===== config.mk =====
export PLATFORM = sky130hd
export DESIGN_NAME = matrix_frame_buffer
export DESIGN_NICKNAME = d
export VERILOG_FILES = /design/src/rtl/matrix_led_pkg.sv /design/src/rtl/matrix_fb_bank.sv /design/src/rtl/matrix_frame_buffer.sv
export SDC_FILE = /design/constraint.sdc
export NUM_CORES = 1
export LEC_CHECK = 0
export BUFFER_PORTS_ARGS = -buffer_cell sky130_fd_sc_hd__buf_2
export CORE_MARGIN = 8
export CORE_UTILIZATION = 45
export CTS_BUF_LIST = sky130_fd_sc_hd__clkbuf_4 sky130_fd_sc_hd__clkbuf_8
export CTS_CLUSTER_SIZE = 20
export DETAILED_ROUTE_END_ITERATION = 6
export PLACE_DENSITY = 0.66
export SLEW_MARGIN = 30
export SYNTH_ARGS = -nofsm -noshare
export SYNTH_HDL_FRONTEND = slang
export SYNTH_SLANG_ARGS = --single-unit

===== constraint.sdc =====
create_clock -name clock -period 1.22 [get_ports clock]
set_clock_uncertainty 0.15 [all_clocks]
set_input_delay 0 -clock clock [delete_from_list [all_inputs] [get_ports clock]]
set_output_delay 0 -clock clock [all_outputs]
set_load 0.01 [all_outputs]

===== src/rtl/matrix_led_pkg.sv =====
// Shared defaults and state type for the LED matrix frame buffer.
// Latency: none (types and constants only).
// Backpressure: none (types and constants only).
package matrix_led_pkg;

  localparam int DEFAULT_ROW_COUNT = 8;
  localparam int DEFAULT_COL_COUNT = 8;

  // IDLE accepts writes and commits; PENDING waits for the scanner to wrap;
  // COPY re-seeds the new back bank from the freshly published front bank.
  typedef enum logic [1:0] {
    IDLE    = 2'd0,
    PENDING = 2'd1,
    COPY    = 2'd2
  } fb_state_t;

endpackage


===== src/rtl/matrix_fb_bank.sv =====
// One frame bank: ROW_COUNT x COL_COUNT registers, one write port, one-hot scan read, binary copy read.
// Latency: write lands at the clock edge, both reads are combinational.
// Backpressure: none; the write port is unconditionally accepted when wr_en is high.
module matrix_fb_bank
  import matrix_led_pkg::*;
#(
  parameter int ROW_COUNT = DEFAULT_ROW_COUNT,
  parameter int COL_COUNT = DEFAULT_COL_COUNT,
  parameter int ROW_W     = $clog2(DEFAULT_ROW_COUNT)
) (
  input  logic                 clock,
  input  logic                 reset_n,
  input  logic                 wr_en,
  input  logic [ROW_W-1:0]     wr_row,
  input  logic [COL_COUNT-1:0] wr_data,
  input  logic [ROW_COUNT-1:0] rd_row,
  output logic [COL_COUNT-1:0] rd_data,
  input  logic [ROW_W-1:0]     cp_row,
  output logic [COL_COUNT-1:0] cp_data
);

  localparam logic [ROW_COUNT-1:0] ROW_ONE = ROW_COUNT'(1);

  logic [COL_COUNT-1:0] mem [ROW_COUNT];
  logic [COL_COUNT-1:0] rd_or;
  logic                 rd_onehot;

  // Row storage; reset clears the whole frame immediately.
  always_ff @(posedge clock or negedge reset_n) begin
    if (!reset_n) begin
      for (int i = 0; i < ROW_COUNT; i++) begin
        mem[i] <= '0;
      end
    end else if (wr_en) begin
      mem[wr_row] <= wr_data;
    end
  end

  // Scanner read: OR of selected rows, blanked unless exactly one row is selected.
  always_comb begin
    rd_or = '0;
    for (int i = 0; i < ROW_COUNT; i++) begin
      if (rd_row[i]) begin
        rd_or = rd_or | mem[i];
      end
    end
    rd_onehot = (rd_row != '0) && ((rd_row & (rd_row - ROW_ONE)) == '0);
    rd_data   = rd_onehot ? rd_or : '0;
  end

  assign cp_data = mem[cp_row];

endmodule


===== src/rtl/matrix_frame_buffer.sv =====
// LED matrix frame buffer; double buffering with scanner-synchronised swap when MATRIX_FB_DOUBLE_BUFFER_EN is defined.
// Latency: double-buffered, commit is visible one frame_start plus one cycle later; single bank, writes visible next cycle.
// Backpressure: double-buffered, wr_ready/commit_ready low from commit until ROW_COUNT cycles after the swap; otherwise never.
module matrix_frame_buffer
  import matrix_led_pkg::*;
#(
  parameter int ROW_COUNT = DEFAULT_ROW_COUNT,
  parameter int COL_COUNT = DEFAULT_COL_COUNT
) (
  input  logic                         clock,
  input  logic                         reset_n,
  input  logic                         wr_valid,
  output logic                         wr_ready,
  input  logic [$clog2(ROW_COUNT)-1:0] wr_row,
  input  logic [COL_COUNT-1:0]         wr_data,
  input  logic                         commit_valid,
  output logic                         commit_ready,
  output logic                         commit_done,
  input  logic                         frame_start,
  input  logic [ROW_COUNT-1:0]         rd_row,
  output logic [COL_COUNT-1:0]         rd_data
);

  localparam int               ROW_W     = $clog2(ROW_COUNT);
  localparam logic [ROW_W:0]   ROW_LIMIT = (ROW_W + 1)'(ROW_COUNT);

  // Writes to rows beyond the matrix complete the handshake but store nothing.
  logic wr_in_range;
  assign wr_in_range = ({1'b0, wr_row} < ROW_LIMIT);

`ifdef MATRIX_FB_DOUBLE_BUFFER_EN

  localparam logic [ROW_W-1:0] LAST_ROW = ROW_W'(ROW_COUNT - 1);
  localparam logic [ROW_W-1:0] ROW_STEP = ROW_W'(1);

  fb_state_t            state_q, state_d;
  logic                 front_sel_q, front_sel_d;
  logic [ROW_W-1:0]     copy_cnt_q, copy_cnt_d;
  logic                 commit_done_q;
  logic [1:0]           bank_wr_en;
  logic [ROW_W-1:0]     bank_wr_row  [2];
  logic [COL_COUNT-1:0] bank_wr_data [2];
  logic [COL_COUNT-1:0] bank_rd_data [2];
  logic [COL_COUNT-1:0] bank_cp_data [2];

  // State, displayed-bank pointer, copy counter and the swap-done pulse.
  always_ff @(posedge clock or negedge reset_n) begin
    if (!reset_n) begin
      state_q       <= IDLE;
      front_sel_q   <= 1'b0;
      copy_cnt_q    <= '0;
      commit_done_q <= 1'b0;
    end else begin
      state_q       <= state_d;
      front_sel_q   <= front_sel_d;
      copy_cnt_q    <= copy_cnt_d;
      commit_done_q <= (state_q == PENDING) && frame_start;
    end
  end

  // Next state, handshakes and routing of the single write port of each bank.
  always_comb begin
    state_d         = state_q;
    front_sel_d     = front_sel_q;
    copy_cnt_d      = copy_cnt_q;
    wr_ready        = 1'b0;
    commit_ready    = 1'b0;
    bank_wr_en      = '0;
    bank_wr_row[0]  = wr_row;
    bank_wr_row[1]  = wr_row;
    bank_wr_data[0] = wr_data;
    bank_wr_data[1] = wr_data;
    case (state_q)
      IDLE: begin
        wr_ready     = 1'b1;
        commit_ready = 1'b1;
        if (wr_valid && wr_in_range) begin
          bank_wr_en[~front_sel_q] = 1'b1;
        end
        // A write in the commit cycle is already in the back bank, so it is part of the frame.
        if (commit_valid) begin
          state_d = PENDING;
        end
      end
      PENDING: begin
        if (frame_start) begin
          front_sel_d = ~front_sel_q;
          copy_cnt_d  = '0;
          state_d     = COPY;
        end
      end
      COPY: begin
        // Re-seed the back bank so the next frame starts from what is on screen.
        bank_wr_en[~front_sel_q]   = 1'b1;
        bank_wr_row[~front_sel_q]  = copy_cnt_q;
        bank_wr_data[~front_sel_q] = bank_cp_data[front_sel_q];
        if (copy_cnt_q == LAST_ROW) begin
          copy_cnt_d = '0;
          state_d    = IDLE;
        end else begin
          copy_cnt_d = copy_cnt_q + ROW_STEP;
        end
      end
      default: begin
        state_d = IDLE;
      end
    endcase
  end

  for (genvar b = 0; b < 2; b++) begin : g_bank
    matrix_fb_bank #(
      .ROW_COUNT (ROW_COUNT),
      .COL_COUNT (COL_COUNT),
      .ROW_W     (ROW_W)
    ) u_bank (
      .clock   (clock),
      .reset_n (reset_n),
      .wr_en   (bank_wr_en[b]),
      .wr_row  (bank_wr_row[b]),
      .wr_data (bank_wr_data[b]),
      .rd_row  (rd_row),
      .rd_data (bank_rd_data[b]),
      .cp_row  (copy_cnt_q),
      .cp_data (bank_cp_data[b])
    );
  end

  assign rd_data     = bank_rd_data[front_sel_q];
  assign commit_done = commit_done_q;

`else

  logic                 commit_done_q;
  logic [COL_COUNT-1:0] unused_cp_data;
  logic                 unused_frame_start;

  assign wr_ready           = 1'b1;
  assign commit_ready       = 1'b1;
  assign unused_frame_start = frame_start;

  // With a single bank every commit completes on the following cycle.
  always_ff @(posedge clock or negedge reset_n) begin
    if (!reset_n) begin
      commit_done_q <= 1'b0;
    end else begin
      commit_done_q <= commit_valid;
    end
  end

  matrix_fb_bank #(
    .ROW_COUNT (ROW_COUNT),
    .COL_COUNT (COL_COUNT),
    .ROW_W     (ROW_W)
  ) u_bank (
    .clock   (clock),
    .reset_n (reset_n),
    .wr_en   (wr_valid && wr_in_range),
    .wr_row  (wr_row),
    .wr_data (wr_data),
    .rd_row  (rd_row),
    .rd_data (rd_data),
    .cp_row  ('0),
    .cp_data (unused_cp_data)
  );

  assign commit_done = commit_done_q;

`endif

endmodule


; ---- Word-level counts from Yosys, hierarchy flattened
; Index checks and enable logic that the tools add are counted.
[totals]
register_bits = 65
output_inout_bits = 11
elab_cells = 37
inputBits = 24
[classes]
magnitude_cmp = 2
n_reduce_logical = 4
mux = 12
n_bitwise = 9
addsub = 1
[ops]
columns = cell, n
row1 = $mux W8, 10
row2 = $bwmux W64, 1
row3 = $or A8 B8 Y8, 7
row4 = $demux W8 S3, 1
row5 = $and A8 B8 Y8, 1
row6 = $logic_not A8 Y1, 1
row7 = $reduce_bool A8 Y1, 1
row8 = $sub A8 B1 Y8 const B, 1
row9 = $ge A4 B4 Y1 const B, 1
row10 = $lt A4 B1 Y1 const B, 1
row11 = $not A3 Y4, 1
row12 = $logic_and A1 B1 Y1, 2

; ---- Logic depth before layout (Yosys ltp)
; Gate-level depths: netlist of the first run.
[depth]
ltp_word = 16
depth_mapped = 7
ltp_nobuf = 5

; ---- By module
; A second synthesis of the first run with hierarchy kept.
[unflattened]
hier_cells = 238
hier_area_um2 = 3485.8
[modules_own_cells]
columns = module, area_each_um2, cells_per_inst, seq_area_each_um2, instances
row1 = matrix_fb_bank, 3438.3, 233, 1601.5, 1
row2 = matrix_frame_buffer, 47.5, 5, 25.0, 1

; ---- Worst setup path before layout of the first run
; No wires, ideal clock.
[synth_timing]
kind = input to register
start = in wr_row[1]
end = reg u_bank.mem[48] (netlist bit)
setup_time_ns = 0.125
t_required_ns = 0.945
t_arrival_ns = 0.983
cell_stages = 4
n_path_buf = 1
path_slack_ns = -0.038
cell_sequence = buf_6 nand2b_4 nor3b_4 mux2_2
[synth_between]
elab_chain_len = 6
elab_cells_between_ends = 7
cone_classes = order compare (2) / mux (3) / bitwise (1) / reduce/logical (1)
[synth_rtl]
columns = element, line
row1 = "start, declared", matrix_frame_buffer.sv:14  ; input logic [$clog2(ROW_COUNT)-1:0] wr_row,
row2 = $not A3 Y4 (not written as such) *, matrix_fb_bank.sv:35  ; mem[wr_row] <= wr_data;
row3 = $ge A4 B4 Y1 (not written as such) / $lt A4 B1 Y1 (equally long branches), matrix_fb_bank.sv:35
row4 = $logic_and A1 B1 Y1 (not written as such), matrix_fb_bank.sv:35
row5 = $mux W8 (not written as such), matrix_fb_bank.sv:35
row6 = $demux W8 S3 *, matrix_fb_bank.sv:35
row7 = $bwmux W64 *, matrix_fb_bank.sv:35
row8 = "end signal, assigned by index", matrix_fb_bank.sv:35
row9 = "end, declared", matrix_fb_bank.sv:24  ; logic [COL_COUNT-1:0] mem [ROW_COUNT];
; Mark *: on every way between the ends. The rest lies on a longest branch, timed or not.
; A chain may end at the register's enable or synchronous reset.

; ---- Worst setup path in the final report of the first run
[layout_timing]
start = reg u_bank.mem[48] (netlist bit)
end = out rd_data[0]
[layout_between]
elab_chain_len = 15
[layout_rtl]
columns = element, line
row1 = $or A8 B8 Y8 *, matrix_fb_bank.sv:44  ; rd_or = rd_or | mem[i];
row2 = $mux W8 *, matrix_fb_bank.sv:43  ; if (rd_row[i]) begin
row3 = $or A8 B8 Y8, matrix_fb_bank.sv:44
row4 = $mux W8 *, matrix_fb_bank.sv:43
row5 = $or A8 B8 Y8, matrix_fb_bank.sv:44
row6 = $mux W8 *, matrix_fb_bank.sv:43
row7 = $or A8 B8 Y8, matrix_fb_bank.sv:44
row8 = $mux W8 *, matrix_fb_bank.sv:43
row9 = $or A8 B8 Y8, matrix_fb_bank.sv:44
row10 = $mux W8 *, matrix_fb_bank.sv:43
row11 = $or A8 B8 Y8, matrix_fb_bank.sv:44
row12 = $mux W8 *, matrix_fb_bank.sv:43
row13 = $or A8 B8 Y8, matrix_fb_bank.sv:44
row14 = $mux W8 *, matrix_fb_bank.sv:43
row15 = $mux W8 *, matrix_fb_bank.sv:48  ; rd_data = rd_onehot ? rd_or : '0;
row16 = "end, declared", matrix_frame_buffer.sv:21  ; output logic [COL_COUNT-1:0] rd_data
; Marks and branches as above.

==> results of run 1 <==
through the flow:
step           power, mW  setup WS [ns]  instances   util  TNS (ns)
5_1_grt             5.91         -0.434        362  0.600     -3.22
3_5_place_dp        3.91         -0.235        336  0.546     -2.45
6_report            5.62         -0.337        362  0.600     -2.44
4_1_cts             5.65         -0.338        363  0.600     -2.50
3_3_place_gp        3.86         -0.203        336  0.546     -2.02
2_1_floorplan       3.54        -0.0196        210      -    -0.313
final timing paths:
kind | from | endpoint | slack (ns) | cells past startpoint
worst max-delay path | u_bank.mem[48] | rd_data[0] | -0.34 | 4
worst min-delay path | reset_n | u_bank.mem[51] | -0.08 | 2
worst max register to register | u_bank.mem[55] | u_bank.mem[55] | 0.28 | 1
worst min register to register | u_bank.mem[3] | u_bank.mem[3] | 0.36 | 1
max in group asynchronous | reset_n | u_bank.mem[42] | 0.56 | 3
min in group clock | commit_valid | commit_done | 0.15 | 2
power by group:
part	leakage (nW)	switching, mW	internal [mW]
clock	0.100	0.781	0.884
sequential	0.780	0.262	2.63
combinational	0.813	0.417	0.649
area by class of cell:
cell class              count  area share
well taps                  77      0.0253
repair buffers             74       0.155
flip-flops and latches     65       0.427
clock buffers              13      0.0437
multi-input cells         130       0.345
clock inverters             3     0.00394
registers in the layout, indices dropped and copies added, names as in the netlist:
| name | cells |
|---|---|
| commit_done | 1 |
| u_bank.mem | 64 |
critical path: cells and delay by family (launching register included):
kind / cells / cell delay (ns)
buffers and inverters: 1 / 0.16
AOI/OAI and AO/OA: 3 / 0.52
DFF: 1 / 0.39
cells by family (layout without fill, tap and decap cells):
family	Yosys count	after routing	synth area share
buffers and inverters	15	90	0.0308
muxes	64	64	0.243
AOI/OAI and AO/OA	45	45	0.117
DFF	65	65	0.549
and+or+nand+nor	19	19	0.0587
other	1	2	0.00127
cell usage in the layout, fill, tap and decap left out:
cell / instances
a211oi_1: 2
o211ai_1: 2
nor4_4: 1
and3b_1: 1
clkbuf_4: 2
conb_1: 2
buf_4: 26
dfrtp_1: 65
a22o_1: 8
a31oi_1: 8
nand4_1: 1
a22oi_1: 16
a221oi_2: 8
nor2_1: 2
clkbuf_8: 11
o21ai_0: 1
nand2b_4: 1
clkinv_2: 3
nand4b_1: 3
dlygate4sd3_1: 10
nand2_1: 1
nor2b_1: 4
buf_2: 31
mux2_2: 64
nor3b_4: 2
buf_12: 7
nor3_4: 2
and3_1: 1
what timing repair did:
item                                   in CTS  in global routing
pin swaps                                  15                  1
gates resized for setup                     8                  1
endpoints found under the hold margin     130                  8
buffers inserted                            0                  0
setup endpoints to repair                   8                 16
per-layer routing:
| metal | vias up | part of all wire |
|---|---|---|
| met2 | 41 | 0.48 |
| li1 | 945 | - |
| met1 | 1081 | 0.46 |
| met5 | - | 0 |
| met3 | 9 | 0.046 |
| met4 | 0 | 0.014 |
==> results.md, run 1 <==
- Grt met3 use: 0.0505
- Cell Area, Synth: 2960 um^2
- TritonCTS clock tree: yes
- Reg clk slew, reported paths: approximately 0.070 ns
- Worst IR drop on VDD: about 0.0008 V
- Drt drc: 0
- Clk buf depth: 2
- Pleak: 1.69 nW
- Clock insertion delay at the later pin of the skew report: 0.33 ns
- CP Cell Sequence: a22o_1, a221oi_2, a31oi_1, buf_2
- Post-Route WL: roughly 7.3 mm
- Clock Root Buffer: clkbuf_8
- Area share of the largest cell type after synthesis: 0.549
- Yosys reg bits: 65
- Number of global-route vias before repair: 2285
- DIE WIDTH: just under 100 um
- Clk sinks: 65
- Dpl cell area: ~3500 um^2
- Number of antenna repair diodes: 0
- Area contributors post-synth: dfrtp_1 (55%), mux2_2 (24%), a22oi_1 (4.1%), a221oi_1 (2.4%), a22o_1 (2.4%)
- Post-synth ARST share: 1.00
- Critical path launch point type: register
- M2 GR Usage: 0.252
- Busiest grt layer: met2
- Layout Area Growth over Synthesis: 28.6%
- Cells after Synth: approximately 210
- DPL Wire Length: just over 5 mm
- Crit end category: primary output
- Leading area contributor after synthesis: dfrtp_1
- Final Cycle Share: 1.28
- CP max stage delay: 0.39 ns
- FP Rows: 29
- Peak fanout along the critical path: 2
- Status: complete, but fails checks
- I/O Pins: 35
- Pwr/cell area: 1480 nW/um^2
- CTS Buf Count: 9
- Slew Viols, Final: 0
- Synth cell types: 25
- Fmax: 642 MHz
- Die area: approximately 9400 um^2
- Hold slack: -0.0788 ns
- Remaining global-route overflow: 0
- Setup CP Type: register to primary output
- Final instance area: between 3000 and 4000 um^2
- Most common cell in the netlist: dfrtp_1
- Initial antenna violation count: 0
- Post-synth top flop: dfrtp_1
- Failing checks: negative hold slack, negative setup slack
- Via count: a little over 2000
- Fill cells: around 490
- Number of synthesized flops with an enable pin: 0
- Layout cell share with drive strength beyond 1: 0.554
- Hold Violations, Final: 8
- Pin count of the biggest net entering global routing: 31
- Register area share after synthesis: 0.549
- Final worst slack: -0.337 ns
- RD Place Congestion: 0.823
- Final #Nets: 304
- Reg area: around 1600 um^2
- Critical path required time: 1.07 ns
- Met1 usage: 0.209
- Maxcap violations: 0
- Vias/cell: about 5.7
- Remaining antenna violation count: 0
- Final setup vio count: 8
- H-tree Lvls: 3
- Fin crit period: ~1.6 ns
- Warnings, synthesis: 0
- GR Util All Layers: 0.164
- First-pass GRT wire length: between 10 and 15 mm
- Critical Path AT: around 1.4 ns
- RSZ-0062 raised after global routing: true
- Min-Delay Path Class: input pin to asynchronous set/reset pin
- CTS Hold Bufs: 11
- Port Buffer Count: 31
- Multi-input logic area: roughly 1300 um^2
- DR iter-0 viols: 117
- Drt first pass iters: 4
- Slowest stage cell, crit path: dfrtp_1
- Wirelength per Cell: around 20 um
- Core box area: between 6000 and 7000 um^2
- Die height: a little under 100 um
- Synthesized area per cell: about 14 um^2
- Commonest cells in the netlist: dfrtp_1 (65), mux2_2 (64), a22oi_1 (16)
- Starting Density: 0.466
Power figures use the tool's default switching activity.
==> inputs of run 2 (changes only) <==
--- a/config.mk
+++ b/config.mk
@@ -13,3 +13,3 @@
 export DETAILED_ROUTE_END_ITERATION = 6
-export PLACE_DENSITY = 0.66
+export PLACE_DENSITY = 0.71
 export SLEW_MARGIN = 30
==> constraint.sdc (replaced) <==
create_clock -name clock -period 1.5 [get_ports clock]
set_clock_uncertainty 0.15 [all_clocks]
set_input_delay 0 -clock clock [delete_from_list [all_inputs] [get_ports clock]]
set_output_delay 0 -clock clock [all_outputs]
set_load 0.02 [all_outputs]
==> results.md, run 2 (synthesis gave the netlist of run 1 again) <==
- Post-Route WL: 7.31 mm
- Crit end category: primary output
- Dpl cell area: approximately 3300 um^2
- Pin count of the biggest net entering global routing: 50
- Clock Root Buffer: clkbuf_8
- Power Total: a little under 5 mW
- Setup CP Type: register to primary output
- Number of antenna repair diodes: 0
- Critical path launch point type: register
- Final worst slack: -0.0675 ns
- FP Rows: 29
- Most frequent cells in the layout: dfrtp_1 (65), mux2_2 (64), buf_4 (28)
- Pwr/cell area: 1290 nW/um^2
- Via count: around 2100
- Hold Violations, Final: 16
- Final Cycle Share: 1.05
- RD Place Congestion: 0.754
- Min-Delay Path Class: input pin to asynchronous set/reset pin
- Failing checks: negative hold slack, negative setup slack
- Clk buf depth: 2
- Drt first pass iters: 4
- Reg area: approximately 1600 um^2
- Biggest register: u_bank.mem
- Vias/cell: 5.88
- Port Buffer Count: 31
- Fill cells: slightly below 500
- H-tree Lvls: 3
- Layout Area Growth over Synthesis: 27.0%
- TritonCTS clock tree: yes
- DP Cell Count: about 330
- Final instance area: between 3000 and 4000 um^2
- Layout cell share with drive strength beyond 1: 0.544
- Remaining antenna violation count: 0
- Remaining global-route overflow: 0
- Multi-input logic area: approximately 1300 um^2
- Number of global-route vias before repair: between 2000 and 2500
- Reg clk slew, reported paths: 0.06 ns
- DIE WIDTH: a little under 100 um
- Starting Density: 0.466
- Pleak: 1.65 nW
- Fin crit period: between 1.5 and 2 ns
- Die area: approximately 9400 um^2
- Critical Path AT: 1.42 ns
- DPL Wire Length: slightly below 5 mm
- Status: complete, but fails checks
- I/O Pins: 35
- Fmax: 638 MHz
- Clk sinks: 65
- Final setup vio count: 8
- Critical path required time: 1.35 ns
- Fin cells: 351
- Drt drc: 0
- Initial antenna violation count: 0
- Worst IR drop on VDD: between 0.0008 and 0.0009 V
- Max reg flops: 64
- CTS Buf Count: 9
- Most common cell after layout, fill and taps aside: dfrtp_1
- Core box area: 6350 um^2
- Wirelength per Cell: ~21 um
- Slew Viols, Final: 0
- First-pass GRT wire length: 11.9 mm
- Final #Nets: 295
- GR Util All Layers: 0.158
- Peak fanout along the critical path: 2
- Hold slack: -0.0282 ns
- Clock insertion delay at the later pin of the skew report: about 0.33 ns
- RSZ-0062 raised after global routing: true
- Maxcap violations: 0
- Die height: roughly 97 um
- Pre-CTS setup slack: -0.0471 ns
- DR iter-0 viols: ~120
## run 2: routing by layer
metal | share of wire | wire length, um | track usage
met1 | 0.43 | 3160 | 0.186
met2 | 0.51 | 3710 | 0.271
met3 | 0.050 | 362 | 0.0398
met4 | 0.010 | 76 | 0.0568
met5 | 0 | 0 | 0
## run 2: per-stage QoR
step | TNS (ns) | utilization
2_1_floorplan | 0 | -
3_3_place_gp | 0 | 0.527
3_5_place_dp | -0.221 | 0.527
4_1_cts | -0.468 | 0.592
5_1_grt | -0.918 | 0.592
6_report | -0.346 | 0.592
## run 2: final cells by class
type,count,share of cell area
multi-input cells,130,0.350
clock buffers,11,0.0403
flip-flops and latches,65,0.432
repair buffers,65,0.134
well taps,77,0.0256
clock inverters,3,0.0173
## run 2: timing repair
action                                 4_1_cts  5_1_grt
endpoints found under the hold margin      130        0
setup endpoints to repair                    8       24
resized for setup                           17        3
buffers inserted                             1        0
pin swaps                                   15        7
hold buffers                                11        0
## run 2: critical path: stages (launching register included)
cell and delay [ns]:
dfrtp_1 0.38, a22o_1 0.23, a221oi_2 0.18, a31oi_1 0.13
buf_4 0.17
## run 2: path summary, 6_finish.rpt
kind	start	to	slack (ns)	depth (start not counted)
setup / recovery	u_bank.mem[53]	rd_data[5]	-0.07	4
setup reg to reg	u_bank.mem[52]	u_bank.mem[52]	0.48	2
hold reg to reg	u_bank.mem[22]	u_bank.mem[22]	0.36	1
max in group asynchronous	reset_n	u_bank.mem[3]	0.64	3
hold / removal	reset_n	u_bank.mem[37]	-0.03	2
min in group clock	wr_row[1]	u_bank.mem[6]	0.13	4
## run 2: power by group
part	internal, mW	switching, mW
Combinational	0.520	0.351
Sequential	2.14	0.218
Clock	1.01	0.621
==> inputs of run 3 (changes only) <==
--- a/config.mk
+++ b/config.mk
@@ -14,2 +14,3 @@
 export PLACE_DENSITY = 0.71
+export REMOVE_ABC_BUFFERS = 1
 export SLEW_MARGIN = 30
==> constraint.sdc (replaced) <==
create_clock -name clock -period 1.5 [get_ports clock]
set_clock_uncertainty 0.15 [all_clocks]
set_input_delay 0.225 -clock clock [delete_from_list [all_inputs] [get_ports clock]]
set_output_delay 0.225 -clock clock [all_outputs]
set_load 0.02 [all_outputs]
==> results.md, run 3 (synthesis gave the netlist of run 1 again) <==
- Final setup vio count: 8
- Fill cells: approximately 480
- Critical path launch point type: input pin
- Clk buf depth: 2
- DP Cell Count: about 330
- Multi-input logic area: 1410 um^2
- Final instance area: 3940 um^2
- FP Rows: 29
- GR Util All Layers: 0.165
- Status: complete, but fails checks
- Hold path start: wr_data[3]
- Die height: slightly below 100 um
- Port Buffer Count: 31
- Via count: 2076
- DIE WIDTH: 97.1 um
- Biggest register: u_bank.mem
- Peak fanout along the critical path: 5
- CTS Buf Count: 9
- Pwr/cell area: 1260 nW/um^2
- Remaining antenna violation count: 0
- Power Total: between 4 and 5 mW
- H-tree Lvls: 3
- FF-to-FF End: u_bank.mem[59]
- Pleak: ~1.7 nW
- Clock insertion delay at the later pin of the skew report: ~0.33 ns
- Met1 WL: 3.48 mm
- Initial antenna violation count: 0
- Hold slack: 0.0728 ns
- Remaining global-route overflow: 0
- Worst r2r src: u_bank.mem[59]
- DPL Wire Length: about 5.2 mm
- Hold Crit Depth: 2
- Clk sinks: 65
- Met3 wire length: ~340 um
- RD Place Congestion: 0.811
- Reg clk slew, reported paths: approximately 0.070 ns
- Most common cell after layout, fill and taps aside: dfrtp_1
- Fmax: between 500 and 600 MHz
- Reg2reg setup slack: roughly 0.46 ns
- Clock Root Buffer: clkbuf_8
- Min-Delay Path Class: input pin to register
- Crit end category: primary output
- Pre-CTS setup slack: -0.434 ns
- Final #Nets: 295
- Fin crit period: roughly 1.9 ns
- Post-Route WL: between 7 and 8 mm
- Dpl cell area: between 3000 and 4000 um^2
- Die area: ~9400 um^2
- Failing checks: negative setup slack
- Drt first pass iters: 4
- Starting Density: 0.466
- I/O Pins: 35
- Setup Total Neg Slack: -2.85 ns
- Hold EP: u_bank.mem[3]
- Core box area: between 6000 and 7000 um^2
- Layout Area Growth over Synthesis: 33.1%
- WL met2: 3.65 mm
- Hold Violations, Final: 0
- DR iter-0 viols: between 80 and 90
- Fin cells: approximately 350
- Pin count of the biggest net entering global routing: 32
- Worst IR drop on VDD: 0.000803 V
- First-pass GRT wire length: 12.2 mm
- RSZ-0062 raised after global routing: true
- TritonCTS clock tree: yes
- Final worst slack: -0.379 ns
- Number of antenna repair diodes: 0
- Final Cycle Share: 1.25
- Slew Viols, Final: 0
- Most frequent cells in the layout: dfrtp_1 (65), mux2_2 (64), buf_4 (25)
- Max Used Layer: met4
- Setup CP Type: input pin to primary output
- Critical path required time: around 1.1 ns
- Vias/cell: roughly 5.9
- Maxcap violations: 0
- Reg area: between 1500 and 2000 um^2
- Max reg flops: 64
- Layout cell share with drive strength beyond 1: 0.596
- Finished Core Util: 0.621
- Drt drc: 0
- Critical Path AT: ~1.5 ns
- Wirelength per Cell: roughly 21 um
- Worst r2r path cells: 2
- Number of global-route vias before repair: approximately 2200
[run 3: changes by cell type in the layout (fill, tap and decap cells not counted)]
cell,before,now
dlygate4sd3_1,10,2
a31oi_1,8,1
buf_6,0,7
buf_12,4,10
a31oi_4,0,5
buf_4,28,25
a31oi_2,0,2
buf_2,23,21
clkbuf_4,0,2
a211oi_1,1,2
a211oi_2,1,0
a221oi_2,8,7
a221oi_4,0,1
clkbuf_8,11,10
[run 3: final cells by class]
class	count	area share
clock buffers	12	0.0387
clock inverters	3	0.0165
multi-input cells	130	0.358
flip-flops and latches	65	0.413
well taps	77	0.0244
repair buffers	65	0.150
[run 3: how the worst max path moves through the flow]
stage / startpoint / endpoint / slack [ns] / cells past startpoint
floorplan: rd_row[2] / rd_data[0] / -0.15 / 4
global placement: rd_row[2] / rd_data[5] / -0.41 / 7
CTS: u_bank.mem[58] / rd_data[2] / -0.39 / 4
detailed placement: rd_row[2] / rd_data[2] / -0.43 / 7
finish: rd_row[5] / rd_data[7] / -0.38 / 8
global route: rd_row[5] / rd_data[7] / -0.46 / 8
[run 3: timing repair]
| action | 4_1_cts | 5_1_grt |
|---|---|---|
| pin swaps | 8 | 8 |
| hold buffers | 2 | 0 |
| hold endpoints to repair | 16 | 0 |
| gates cloned | 0 | 0 |
| gates resized for setup | 23 | 21 |
| buffers inserted | 1 | 2 |
| setup endpoints to repair | 8 | 8 |
[run 3: routing by layer]
layer	vias up	global-route usage
met5	-	0
met4	0	0.0556
met3	6	0.0477
met2	58	0.247
met1	1089	0.220
li1	923	-
[run 3: critical path, cell delays in order]
cell	delay, ns
buf_12	0.11
nor4_4	0.30
and3b_1	0.21
o21ai_1	0.07
and3_4	0.22
buf_12	0.14
a31oi_2	0.04
buf_4	0.17
[run 3: power by group]
group          total, mW  internal, mW  switching, mW
combinational      0.969         0.555          0.415
sequential          2.37          2.14          0.229
clock               1.63          1.01          0.626
total               4.97          3.70           1.27
